**src/rtl/cp0_exc_unit.sv**
```systemverilog
`default_nettype none
// +----------------------------------------------------------------------------
// | cp0_exc_unit : CP0 SR/Cause/EPC and exception/interrupt request (M stage)
// | rev 1.0
// +----------------------------------------------------------------------------
module cp0_exc_unit #(
  parameter logic [31:0] HANDLER_ADDR = 32'h0000_4180,
  parameter int          HWINT_W      = 6
) (
  input  logic               clk,
  input  logic               reset,
  input  logic               wr_en,
  input  logic [4:0]         cp0_addr,
  input  logic [31:0]        cp0_wdata,
  output logic [31:0]        cp0_rdata,
  input  logic [31:0]        vpc,
  input  logic               bd_in,
  input  logic [4:0]         exc_code_in,
  input  logic [HWINT_W-1:0] hw_int,
  input  logic               exl_clr,
  output logic               req,
  output logic [31:0]        handler_pc,
  output logic [31:0]        epc_out
);

  localparam logic [4:0] c_ADDR_SR    = 5'd12;
  localparam logic [4:0] c_ADDR_CAUSE = 5'd13;
  localparam logic [4:0] c_ADDR_EPC   = 5'd14;

  logic [5:0]  r_im;
  logic        r_exl;
  logic        r_ie;
  logic        r_bd;
  logic [5:0]  r_ip;
  logic [4:0]  r_exc;
  logic [31:0] r_epc;

  logic [5:0]  w_hw;
  logic        w_int_req;
  logic        w_exc_req;
  logic [31:0] w_pc_al;
  logic [31:0] w_epc_nxt;
  logic [31:0] w_sr;
  logic [31:0] w_cause;

  // The IM/IP fields are six bits wide whatever the number of physical lines.
  generate
    if (HWINT_W >= 6) begin : g_hw_trunc
      assign w_hw = hw_int[5:0];
    end else begin : g_hw_pad
      assign w_hw = {{(6-HWINT_W){1'b0}}, hw_int};
    end
  endgenerate

  assign w_int_req = r_ie & ~r_exl & (|(r_im & w_hw));
  assign w_exc_req = ~r_exl & (exc_code_in != 5'd0);
  assign req       = w_int_req | w_exc_req;

  assign w_pc_al   = {vpc[31:2], 2'b00};
  assign w_epc_nxt = bd_in ? (w_pc_al - 32'd4) : w_pc_al;

  assign w_sr    = {16'd0, r_im, 8'd0, r_exl, r_ie};
  assign w_cause = {r_bd, 15'd0, r_ip, 3'd0, r_exc, 2'b00};

  always_comb begin
    cp0_rdata = 32'd0;
    case (cp0_addr)
      c_ADDR_SR:    cp0_rdata = w_sr;
      c_ADDR_CAUSE: cp0_rdata = w_cause;
      c_ADDR_EPC:   cp0_rdata = r_epc;
      default:      cp0_rdata = 32'd0;
    endcase
  end

  assign handler_pc = HANDLER_ADDR;
  assign epc_out    = r_epc;

  always_ff @(posedge clk or negedge reset) begin
    if (!reset) begin
      r_im  <= 6'd0;
      r_exl <= 1'b0;
      r_ie  <= 1'b0;
      r_bd  <= 1'b0;
      r_ip  <= 6'd0;
      r_exc <= 5'd0;
      r_epc <= 32'd0;
    end else begin
      r_ip <= w_hw;
      if (req) begin
        // Taking the trap drops any same-cycle mtc0 or eret.
        r_exl <= 1'b1;
        r_bd  <= bd_in;
        r_exc <= w_int_req ? 5'd0 : exc_code_in;
        r_epc <= w_epc_nxt;
      end else begin
        if (wr_en && (cp0_addr == c_ADDR_SR)) begin
          r_im <= cp0_wdata[15:10];
          r_ie <= cp0_wdata[0];
          if (!exl_clr) begin
            r_exl <= cp0_wdata[1];
          end
        end
        if (exl_clr) begin
          r_exl <= 1'b0;
        end
        if (wr_en && (cp0_addr == c_ADDR_EPC)) begin
          r_epc <= cp0_wdata;
        end
      end
    end
  end

endmodule
`default_nettype wire

```
**config.mk**
```make
export PLATFORM = sky130hd
export DESIGN_NAME = cp0_exc_unit
export DESIGN_NICKNAME = d
export VERILOG_FILES = /design/src/rtl/cp0_exc_unit.sv
export SDC_FILE = /design/constraint.sdc
export NUM_CORES = 1
export LEC_CHECK = 0
export BUFFER_PORTS_ARGS = -buffer_cell sky130_fd_sc_hd__buf_2
export CAP_MARGIN = 10
export CELL_PAD_IN_SITES_DETAIL_PLACEMENT = 0
export CELL_PAD_IN_SITES_GLOBAL_PLACEMENT = 1
export CORE_ASPECT_RATIO = 1.75
export CORE_MARGIN = 3
export CORE_UTILIZATION = 33
export CTS_CLUSTER_SIZE = 12
export DETAILED_ROUTE_END_ITERATION = 16
export PLACE_DENSITY = 0.9
export SETUP_SLACK_MARGIN = 0.02
export SLEW_MARGIN = 20
export SYNTH_ARGS = -nofsm -noshare
export SYNTH_HDL_FRONTEND = slang
export SYNTH_SLANG_ARGS = --single-unit
```
**constraint.sdc**
```tcl
create_clock -name clk -period 2.8 [get_ports clk]
set_clock_uncertainty 0.15 [all_clocks]
set_input_delay 0.56 -clock clk [delete_from_list [all_inputs] [get_ports clk]]
set_output_delay 0.56 -clock clk [all_outputs]
set_load 0.1 [all_outputs]
```
==> results of run 1 <==
==> cell usage in the layout, fill, tap and decap left out, types with 3 or more instances in the layout <==
master / n
sky130_fd_sc_hd__buf_2: 115
sky130_fd_sc_hd__conb_1: 32
sky130_fd_sc_hd__clkbuf_16: 5
sky130_fd_sc_hd__mux2i_1: 25
sky130_fd_sc_hd__o21ai_2: 4
sky130_fd_sc_hd__a22o_2: 7
sky130_fd_sc_hd__nand3_1: 4
sky130_fd_sc_hd__nor3_1: 6
sky130_fd_sc_hd__dfrtp_1: 52
sky130_fd_sc_hd__mux2_2: 3
sky130_fd_sc_hd__and3_1: 17
sky130_fd_sc_hd__xnor2_1: 13
sky130_fd_sc_hd__a22o_1: 3
sky130_fd_sc_hd__o21ai_0: 9
sky130_fd_sc_hd__and2_4: 18
sky130_fd_sc_hd__inv_1: 3
sky130_fd_sc_hd__nand4_1: 8
sky130_fd_sc_hd__nand2_1: 30
sky130_fd_sc_hd__a21oi_1: 22
sky130_fd_sc_hd__nor4_1: 4
sky130_fd_sc_hd__buf_4: 14
sky130_fd_sc_hd__buf_12: 33
sky130_fd_sc_hd__a211oi_1: 18
sky130_fd_sc_hd__or3_1: 5
sky130_fd_sc_hd__or4_1: 3
sky130_fd_sc_hd__xor2_1: 15
sky130_fd_sc_hd__nor2_1: 14
sky130_fd_sc_hd__nor4_2: 3
sky130_fd_sc_hd__mux2_1: 4
==> Yosys cell counts (3+ instances only) <==
library cell and n:
sky130_fd_sc_hd__dfrtp_1 52, sky130_fd_sc_hd__buf_4 32, sky130_fd_sc_hd__nand2_1 30, sky130_fd_sc_hd__mux2i_1 25
sky130_fd_sc_hd__a21oi_1 22, sky130_fd_sc_hd__and2_1 20, sky130_fd_sc_hd__a211oi_1 18, sky130_fd_sc_hd__and3_1 17
sky130_fd_sc_hd__o21ai_0 15, sky130_fd_sc_hd__xor2_1 15, sky130_fd_sc_hd__nor2_1 14, sky130_fd_sc_hd__clkbuf_1 13
sky130_fd_sc_hd__xnor2_1 13, sky130_fd_sc_hd__a22o_1 11, sky130_fd_sc_hd__nand4_1 8, sky130_fd_sc_hd__nor3_1 6
sky130_fd_sc_hd__or3_1 5, sky130_fd_sc_hd__mux2_1 4, sky130_fd_sc_hd__nand3_1 4, sky130_fd_sc_hd__nor4_1 4
sky130_fd_sc_hd__buf_2 3, sky130_fd_sc_hd__inv_1 3, sky130_fd_sc_hd__mux2_2 3, sky130_fd_sc_hd__nor4_2 3
sky130_fd_sc_hd__or4_1 3
==> worst paths after layout <==
kind	startpoint	endpoint	slack, ns	depth (start not counted)
worst min register to register	r_bd$_DFFE_PN0N_	r_bd$_DFFE_PN0N_	0.35	2
max in group asynchronous	reset	r_im[5]$_DFFE_PN0P_	2.07	2
worst max register to register	r_im[3]$_DFFE_PN0P_	r_im[2]$_DFFE_PN0P_	0.56	7
worst min-delay path	reset	epc_out[3]$_DFFE_PN0P_	0.11	2
min in group clk	hw_int[3]	r_ip[3]$_DFF_PN0_	0.24	1
worst max-delay path	exc_code_in[0]	req	0.12	6
==> metal layers <==
layer,up-vias,track usage,share of wire
li1,1567,-,-
met1,1621,0.185,0.34
met2,133,0.366,0.57
met3,24,0.0220,0.049
met4,0,0.0797,0.035
met5,-,0,0
==> final cells by class <==
type	count	area, um2
timing repair buffer	162	1340
multi-input combinational	294	2060
clock inverter	3	23.8
fill	960	5330
tap	127	159
clock buffer	5	125
sequential	52	1300
inverter	4	15.0
==> cells by family (layout without fill, tap and decap cells) <==
group / Yosys count / after routing / synth area share
multiplexers: 32 / 32 / 0.0937
buffers and inverters: 56 / 174 / 0.105
AO/OA/AOI/OAI: 71 / 71 / 0.129
other: 2 / 32 / 0.00214
adder cells (fa/ha/maj): 1 / 1 / 0.00356
flip-flops: 52 / 52 / 0.371
AND/OR/NAND/NOR: 130 / 130 / 0.226
XOR/XNOR: 28 / 28 / 0.0699
==> worst reg2reg max path, delay by kind of cell (launching register included) <==
family                 cells  cell delay, ns
buffers and inverters      2            0.29
AO/OA/AOI/OAI              3            0.68
flip-flops                 1            0.39
AND/OR/NAND/NOR            1            0.25
multiplexers               1            0.36
==> flip-flops by register name (all words and copies together), names as in the netlist <==
name	flops
epc_out	32
r_bd	1
r_exc	5
r_exl	1
r_ie	1
r_im	6
r_ip	6
==> power breakdown <==
part	total, mW	switching (mW)	internal (mW)
Combinational	3.09	2.53	0.561
Sequential	1.30	0.251	1.05
Clock	0.618	0.285	0.333
Total	5.01	3.06	1.95
==> through the flow <==
step	util	hold WS, ns	setup WS, ns	TNS [ns]	std cells
after floorplan	-	0.114	-0.0624	-0.371	402
after global placement	0.471	0.305	0.146	0	639
after detailed placement	0.471	0.332	0.132	0	639
after CTS	0.485	0.115	0.126	0	647
after global routing	0.485	0.131	0.0455	0	647
final	0.485	0.109	0.122	0	647
==> results list, run 1 <==
* Reported leakage power: 2.38 nW
- CTS H-Tree Depth: 2
* Result of the run: complete, no violations
- The worst path in the final design needs a cycle of 2.68 ns, including I/O delays and setup.
- The share of the Yosys chip area taken by registers is 0.371.
- Maximum fanout encountered on the critical timing path: 5
- Worst endpoint required time: 2.09 ns
- CP delay by family, top: simple AND/OR/NAND/NOR gates
* Starting DRC count in detailed routing: 100
- The number of buffers and inverters on the critical path is 3.
- The number of global-route vias before repair came to ~3400.
* Count of instances resized after the clock tree is built: 0
- The floorplan has between 40 and 50 rows.
* Summed area of non-filler cells in the final layout: approximately 5000 um2
* Post-CTS setup buffer count: 0
* Count of input and output buffers: 147
- Ys async rst share: 1.00
* Slowest Stage Delay on Critical Path: 0.54 ns
- Power density normalized to cell area: approximately 1000 nW/um2
- 1st-pass router iterations: 4
- Cell type with the highest occurrence count on the critical path: sky130_fd_sc_hd__buf_2
* Maximum buffer depth of the clock tree: 2
- Summed over all layers, the routed wires come to 11100 um.
- Setup violations remaining at the end of the flow were counted as 0.
* Number of max-slew violations in the final report: 0
* Total congestion overflow: 0
- Number of clock sinks: 52
- Residual DRC count: 0
- The netlist uses 48 different library cells.
* Starting utilization of the core area: 0.339
- Cell chosen for the clock root: sky130_fd_sc_hd__clkbuf_16
* Commonest register cell after synthesis: sky130_fd_sc_hd__dfrtp_1
- Pin placement for this block handled 182 I/O pins.
- Die Y: 142 um
* Yosys warns: 0
- Counting every instance in the synthesized netlist gives 372.
* Clock network latency to the later pin of the worst-skew pair: 0.29 ns
- Flops & latches, synth: 52
* Leading post-synthesis cells by cell area: sky130_fd_sc_hd__dfrtp_1 37%, sky130_fd_sc_hd__mux2i_1 7.1%, sky130_fd_sc_hd__buf_4 6.8%
- Portion of the clock cycle consumed by the worst path in the final layout: 0.956
- Vias post-DR: 3345
- The core region is 10400 um2.
- Wire length of the first global-routing pass: 17300 um
- The number of antenna violations at the first check in global routing came to 0.
- Largest net degree at the start of global routing: 54
- Walking the worst path, the cells encountered are buf_2 -> or4_1 -> o21bai_1 -> o21a_1 -> inv_2 -> buf_2.
* Worst setup path category: input port to primary output
* Gp weighted congestion: 0.840
* Type of the worst min-delay path: input port to async pin
- The die covers between 10000 and 15000 um2.
- Number of enable-type register cells in the synthesized netlist: 0
- Worst setup EP type: primary output
- After synthesis the cells add up to 3510 um2.
- Setup repair after global routing missed its margin: no
- Arrival time reported for the critical path endpoint: 1.97 ns
- STA classifies the critical path startpoint as an input port.
- After synthesis, the mean cell area works out to 9.44 um2.
- Across every metal layer, demand over resource in global routing totals 0.183.
- The biggest area contributor in the post-synthesis netlist is sky130_fd_sc_hd__dfrtp_1.
- TritonCTS built the clock tree.
* Slowest cell on the critical path: sky130_fd_sc_hd__or4_1
- Wire per inst: 17.2 um
* CTS Hold Bufs: 0
- Top achievable clock speed: 0.373 GHz
* Final Power: around 5 mW
- Of the cells placed in the final design, the portion with a size suffix greater than 1 is 0.421.
- After detailed routing, the number of vias per cell comes to ~5.2.
- From synthesis to final layout, the design area changed by 43.2%.
- The worst-case IR drop observed on VDD is 0.000521 V.
- 0 antenna diodes ended up in the layout.
* Top-area cell type share of the netlist area: 0.371
- Tightest Pin Transition: between 0.5 and 0.6 ns
* Number of clock buffers inserted by TritonCTS: 5
- Number of routed nets with antenna violations: 0
- Clock-pin slew of the registers on the worst-case setup and hold paths: around 0.070 ns
- The wire-length estimate of the detail-placed layout is 8990 um.
* Number of violations of the max-capacitance limit: 0
- Number of nets in the layout: 605
* Horizontal die dimension: 84.0 um
- Headroom to the max-slew limit came out at 0.654.
- Total count of hold-check failures in the final report: 0
- Placed Instance Area: 4880 um2
Note: power is estimated with default switching activity, not from simulation.
==> inputs of run 2 (changes only) <==
CELL_PAD_IN_SITES_DETAIL_PLACEMENT = 1   (was 0)
CELL_PAD_IN_SITES_GLOBAL_PLACEMENT = 2   (was 1)
CORE_UTILIZATION = 26   (was 33)
PLACE_DENSITY = 0.91   (was 0.9)
==> run 2 against run 1 <==
Effect of this change: fmax decreased by 0.59%; critical path type unchanged; clock-buffer cell count is the same; largest cell class unchanged; total power increased by 2.5%; register-to-register slack about the same; design area up 1.4%; sequential cell count stayed put; worst setup slack worse by 0.016 ns; critical path depth is the same.
==> results list, run 2 (same netlist as run 1, synthesis figures left out) <==
* Vias/cell: 4.85 (-6.3%)
* Flop-to-flop setup slack: 0.56 ns (about the same)
- Initial antenna violation count: 2 (+2)
- The clock latency reported for the late side of the worst-skew pair is 0.29 ns (about the same).
* CTS H-Tree Depth: 2 (unchanged)
- Wire per inst: 18.1 um (+5.3%)
- The die footprint came to 15000 um2 (+25%).
- The final period demand of the worst path was 2.69 ns (+0.0158 ns).
* Worst setup path category: input port to primary output
- The wire length of the first global-routing pass came to 19900 um (+15%).
- Ratio of cells with drive above 1 in the final layout: 0.420 (-0.00112)
- Gp weighted congestion: 0.805 (-4.2%)
- The number of fill cells in the layout came to 1548 (+61%).
* Worst setup EP type: primary output
- The part of the cycle the worst path needs came to 0.962 (+0.00565).
* Area growth syn-to-layout: 45.2%
* Number of clock buffers inserted by TritonCTS: 5 (unchanged)
* Clock tree from TritonCTS: yes
- The net count reported at finish is 604 (-0.17%).
- In this run the worst hold path is classified as input port to async pin.
- Power density normalized to cell area: 1010 nW/um2 (+1.0%)
- The width of the die was 93.8 um (+12%).
* 1st-pass router iterations: 4 (unchanged)
- Total congestion overflow: 0 (unchanged)
* Worst-case headroom to the max-slew limit: 0.536 (-0.118)
- The number of gates given a new drive strength after cts was 0 (unchanged).
- Vias post-DR: 3354 (+0.27%)
* Largest net degree at the start of global routing: 54 (unchanged)
- STA classifies the critical path startpoint as an input port.
* FF-to-FF End: r_im[4]$_DFFE_PN0P_
- The count of maximum capacitance violations is 0 (unchanged).
- Summed area of non-filler cells in the final layout: 5100 um2 (+1.4%)
- Number of max-slew violations in the final report: 0 (unchanged)
* Post-Route Hold Slack: 0.240 ns (+0.131 ns)
- The number of buffers inserted by hold repair at cts was 0 (unchanged).
* Post-detail-place hpwl: 10100 um (+13%)
* Cell chosen for the clock root: sky130_fd_sc_hd__clkbuf_16
- The worst register-to-register path begins at r_im[1]$_DFFE_PN0P_.
- Count of boundary I/O pins: 182 (unchanged)
- Worst endpoint required time: 2.09 ns (about the same)
- Number of clock sinks: 52 (unchanged)
- The top cell types in the final layout, fill and taps aside, are 115 x sky130_fd_sc_hd__buf_2, 52 x sky130_fd_sc_hd__dfrtp_1, 33 x sky130_fd_sc_hd__buf_12.
* Total count of hold-check failures in the final report: 0 (unchanged)
* Cell Rows: 55 (+12%)
* Flip-flop count of the largest register, all copies and words added: 32 (unchanged)
- Reported leakage power: 2.39 nW (+0.35%)
- The highest ir drop seen on vdd was 0.000722 V (+39%).
- Count of input and output buffers: 147 (unchanged)
* Setup repair after global routing missed its margin: no
* Combined global-route utilization of all metal layers: 0.169 (-0.0136)
- Clock-pin slew of the registers on the worst-case setup and hold paths: 0.07 ns (about the same)
- Top achievable clock speed: 0.371 GHz (-0.59%)
- Starting DRC count in detailed routing: 58 (-42%)
* Setup violators final: 0 (unchanged)
- Tightest Pin Transition: 0.696 ns (+0.182 ns)
- Residual DRC count: 0 (unchanged)
- Worst-case reg-to-reg path depth: 7 (unchanged)
* Number of routed nets with antenna violations: 0 (unchanged)
* Most common cell after layout, fill and taps aside: sky130_fd_sc_hd__buf_2
* Vias in the first global route: 3723 (+11%)
* Placed Instance Area: 4930 um2 (+0.97%)
- The total wire length after detailed routing was 12500 um (+13%).
- The effective utilization at floorplan was 0.269 (-0.0703).
- Maximum fanout encountered on the critical timing path: 4 (-1)
- The area of the core region came to 13100 um2 (+26%).
- The run finished with clean final reports.
* Post-CTS setup buffer count: 0 (unchanged)
- Arrival time reported for the critical path endpoint: 1.98 ns (about the same)
- The number of buffers on the longest clock path came to 2 (unchanged).
- Die Y: 160 um (+12%)
[run 2: cell count changes in the layout (fill, tap and decap cells not counted), sizes merged]
| cell | change |
|---|---|
| clkinvlp | -1 |
| buf | -1 |
| bufinv | +1 |
| diode | +2 |
[run 2: worst max-delay path: stages]
cell,delay (ns)
sky130_fd_sc_hd__buf_2,0.10
sky130_fd_sc_hd__or4_1,0.54
sky130_fd_sc_hd__o21bai_1,0.20
sky130_fd_sc_hd__o21a_1,0.19
sky130_fd_sc_hd__inv_2,0.08
sky130_fd_sc_hd__buf_2,0.30
[run 2: layer usage]
metal,global-route usage,share of wire,routed length (um),vias to the layer above
met4,0.0796,0.036,456,0
met1,0.177,0.34,4320,1629
li1,-,-,-,1564
met3,0.0189,0.052,645,28
met2,0.324,0.57,7100,133
met5,0,0,0,-
[run 2: metrics by stage]
step | cells | util | power (mW) | setup TNS (ns) | setup slack (ns)
3_3_place_gp | 682 | 0.377 | 4.38 | 0 | 0.123
3_5_place_dp | 682 | 0.377 | 4.45 | 0 | 0.109
6_report | 692 | 0.390 | 5.13 | 0 | 0.106
5_1_grt | 692 | 0.390 | 5.37 | 0 | 0.0383
2_1_floorplan | 402 | - | 3.82 | -0.371 | -0.0624
4_1_cts | 690 | 0.390 | 5.18 | 0 | 0.106
[run 2: worst max-delay path by stage]
stage                               from       endpoint  slack [ns]  depth (start not counted)
after floorplan              cp0_addr[0]  cp0_rdata[13]       -0.06                          6
after detailed placement  exc_code_in[0]            req        0.11                          6
after global routing      exc_code_in[0]            req        0.04                          6
after CTS                 exc_code_in[0]            req        0.11                          6
after global placement    exc_code_in[0]            req        0.12                          6
final                     exc_code_in[0]            req        0.11                          6
[run 2: cell type report]
type,instances,area [um2],area share
multi-input combinational,294,2060,0.404
inverter,4,15.0,0.00294
sequential,52,1300,0.255
tap,171,214,0.0420
clock inverter,3,42.5,0.00834
antenna,2,5.00,0.000982
clock buffer,5,125,0.0245
timing repair buffer,161,1330,0.262
[run 2: power breakdown]
group / internal, mW / switching, mW
Sequential: 1.05 / 0.263
Clock: 0.421 / 0.288
Combinational: 0.560 / 2.55
==> inputs of run 3 (changes only) <==
CORE_ASPECT_RATIO = not set   (was 1.75)
CORE_UTILIZATION = 28   (was 26)
PLACE_DENSITY = 0.95   (was 0.91)
clock period = 3.1 ns   (was 2.8 ns; I/O delays follow)
==> run 3 against run 2 <==
Effect of this change: total power decreased by 10%; design area barely moved; sequential power down 11%; first-iteration DRC count rose by 100%; die area shrank 7.1%; via count is 2.5% lower; sequential share of layout area is essentially flat; clock-buffer cell count unchanged; worst setup slack improved by 0.18 ns; core utilization increased by 3.1 points; register-to-register slack gained 0.27 ns; clock power decreased by 11%; critical path type unchanged; highest routed layer unchanged.
==> results list, run 3 (same netlist as run 1, synthesis figures left out) <==
- The width of the die came to 118 um (+26%).
- FF-to-FF End: r_im[1]$_DFFE_PN0P_
- Clock network latency to the later pin of the worst-skew pair: 0.28 ns (about the same)
- The worst setup path is of the input port to primary output kind.
- Cell Chain, Critical Path: buf_2 -> or4_1 -> o21bai_1 -> o21a_1 -> inv_2 -> buf_2
- Ratio of cells with drive above 1 in the final layout: 0.418 (-0.00224)
- Total congestion overflow: 0 (unchanged)
* Non-Filler Instances: 686 (-0.87%)
- Final worst-path setup slack: 0.288 ns (+0.182 ns)
- The floorplan row count came to 40 (-27%).
- GR met3 Demand/Resource: 0.0346 (+0.0157)
- The wire length of the first global-routing pass is 19300 um (-3.1%).
* Arrival time reported for the critical path endpoint: 2.04 ns (+0.06 ns)
* Starting DRC count in detailed routing: 116 (+100%)
- The tightest slew margin relative to the limit was 0.552 (+0.0158).
- TritonCTS built the clock tree.
* Summed area of non-filler cells in the final layout: 5100 um2 (about the same)
* Initial antenna violation count: 1 (-1)
- Setup repair after global routing missed its margin: no
* Area growth syn-to-layout: 45.2% (about the same)
- The number of post-CTS setup repair buffers came to 0 (unchanged).
* Vias post-DR: 3270 (-2.5%)
- Core region area: 12100 um2 (-7.4%)
- The number of cells after detailed placement was 677 (-0.73%).
* Shortest period the worst path allows: 2.81 ns
- The CTS H-tree depth was 2 (unchanged).
- The count of maximum capacitance violations is 0 (unchanged).
* Number of nets in the layout: 602 (-0.33%)
* Post-Route Hold Slack: 0.143 ns (-0.0973 ns)
* Routed Wire Length: 11900 um (-4.8%)
- The global-route met2 utilization is 0.316 (-0.00800).
- Flip-flop count of the largest register, all copies and words added: 32 (unchanged)
* Clock-pin slew of the registers on the worst-case setup and hold paths: 0.07 ns (about the same)
* Slowest cell on the critical path: sky130_fd_sc_hd__or4_1
- The detail-routed via count per cell was 4.77 (-1.7%).
- The highest ir drop seen on vdd came to 0.000628 V (-13%).
- The die footprint came to 13900 um2 (-7.1%).
- Reported leakage power: 2.39 nW (-0.16%)
- Clock tree synthesis selected as its root buffer the cell sky130_fd_sc_hd__clkbuf_16.
- The final setup violation count came to 0 (unchanged).
* Count of boundary I/O pins: 182 (unchanged)
- Worst setup EP type: primary output
- Leaving out fill and tap cells, the most frequent cells in the layout are 115 x sky130_fd_sc_hd__buf_2, 52 x sky130_fd_sc_hd__dfrtp_1, 33 x sky130_fd_sc_hd__buf_12.
- The number of nets with antenna violations after routing is 0 (unchanged).
* Vias in the first global route: 3665 (-1.6%)
- Die Y: 118 um (-26%)
* Cell type with the highest occurrence count on the critical path: sky130_fd_sc_hd__buf_2
- Type of the worst min-delay path: input port to async pin
* Residual DRC count: 0 (unchanged)
- Number of max-slew violations in the final report: 0 (unchanged)
- Top achievable clock speed: 0.356 GHz
- Portion of the clock cycle consumed by the worst path in the final layout: 0.907
- After global routing, the most crowded layer is met2.
- The number of buffers on the longest clock path was 2 (unchanged).
* Wire per inst: 17.4 um (-4.0%)
- Power density normalized to cell area: 906 nW/um2 (-10%)
- Slowest Stage Delay on Critical Path: 0.52 ns (-0.02 ns)
* Most common cell after layout, fill and taps aside: sky130_fd_sc_hd__buf_2
- Gp weighted congestion: 0.803 (-0.22%)
* 1st-pass router iterations: 4 (unchanged)
* CP startpoint kind: input port
* Largest net degree at the start of global routing: 54 (unchanged)
- Pre-CTS setup slack: 0.255 ns (+0.146 ns)
- The post-place instance area is 4930 um2 (about the same).
- The top fanout value on the critical path came to 3 (-1).
- Startpoint of the worst register-to-register path: r_im[3]$_DFFE_PN0P_
- The number of sinks handled by clock tree synthesis is 52 (unchanged).
- The count of input and output buffers came to 147 (unchanged).
* Number of clock buffers inserted by TritonCTS: 5 (unchanged)
- The flow ran to the end, and the final reports show no timing, DRC or antenna violations.
- Post-route setup TNS: 0 ns (unchanged)
- Tightest Pin Transition: 0.666 ns (-0.0299 ns)
* Count of instances resized after the clock tree is built: 0 (unchanged)
- The number of buffers inserted by hold repair at cts is 0 (unchanged).
- Worst endpoint required time: 2.33 ns (+0.24 ns)
- The total half-perimeter wirelength after legalization and detailed placement came to 9550 um (-5.8%).
- The fraction of met1 tracks used by global routing was 0.204 (+0.0267).
* Starting utilization of the core area: 0.290 (+0.0214)
- The global-route total usage across every layer is 0.170 (+0.000814).
* Total count of hold-check failures in the final report: 0 (unchanged)
- Flop-to-flop setup slack: 0.83 ns (+0.27 ns)
* Worst-case reg-to-reg path depth: 7 (unchanged)
==> run 3: cell count changes in the layout (fill, tap and decap cells not counted), sizes merged <==
cell / previous run / this run
buf: 161 / 159
diode: 2 / 1
==> run 3: layout make-up <==
cell class / count / area, um2
antenna: 1 / 2.50
tap: 168 / 210
multi-input combinational: 294 / 2080
clock inverter: 3 / 42.5
fill: 1428 / 7010
sequential: 52 / 1300
inverter: 4 / 15.0
clock buffer: 5 / 125
timing repair buffer: 159 / 1320
==> run 3: layer usage <==
metal  share of wire  vias up
met5               0        -
met4          0.0019        0
met3           0.049        4
met2            0.53      106
met1            0.42     1601
li1                -     1559
==> run 3: worst max path at each step <==
stage,slack (ns),end,start
floorplan,-0.06,cp0_rdata[5],cp0_addr[0]
detailed placement,0.26,req,exc_code_in[0]
CTS,0.25,req,exc_code_in[0]
finish,0.29,req,exc_code_in[0]
global route,0.22,req,exc_code_in[0]
global placement,0.28,req,exc_code_in[0]
==> run 3: stage by stage <==
step           total power, mW   util
5_1_grt                   4.85  0.421
6_report                  4.62  0.421
3_5_place_dp              4.02  0.407
3_3_place_gp              3.96  0.407
4_1_cts                   4.67  0.421
2_1_floorplan             3.45      -
==> run 3: where the power goes <==
part           switching (mW)  total (mW)  internal (mW)
Sequential              0.223        1.17          0.951
Combinational            2.30        2.81          0.512
Clock                   0.253       0.633          0.380
==> run 3: critical path, delay by kind of cell <==
kind | cells | cell delay, ns
and+or+nand+nor | 1 | 0.52
buffers and inverters | 3 | 0.46
AOI/OAI and AO/OA | 2 | 0.43
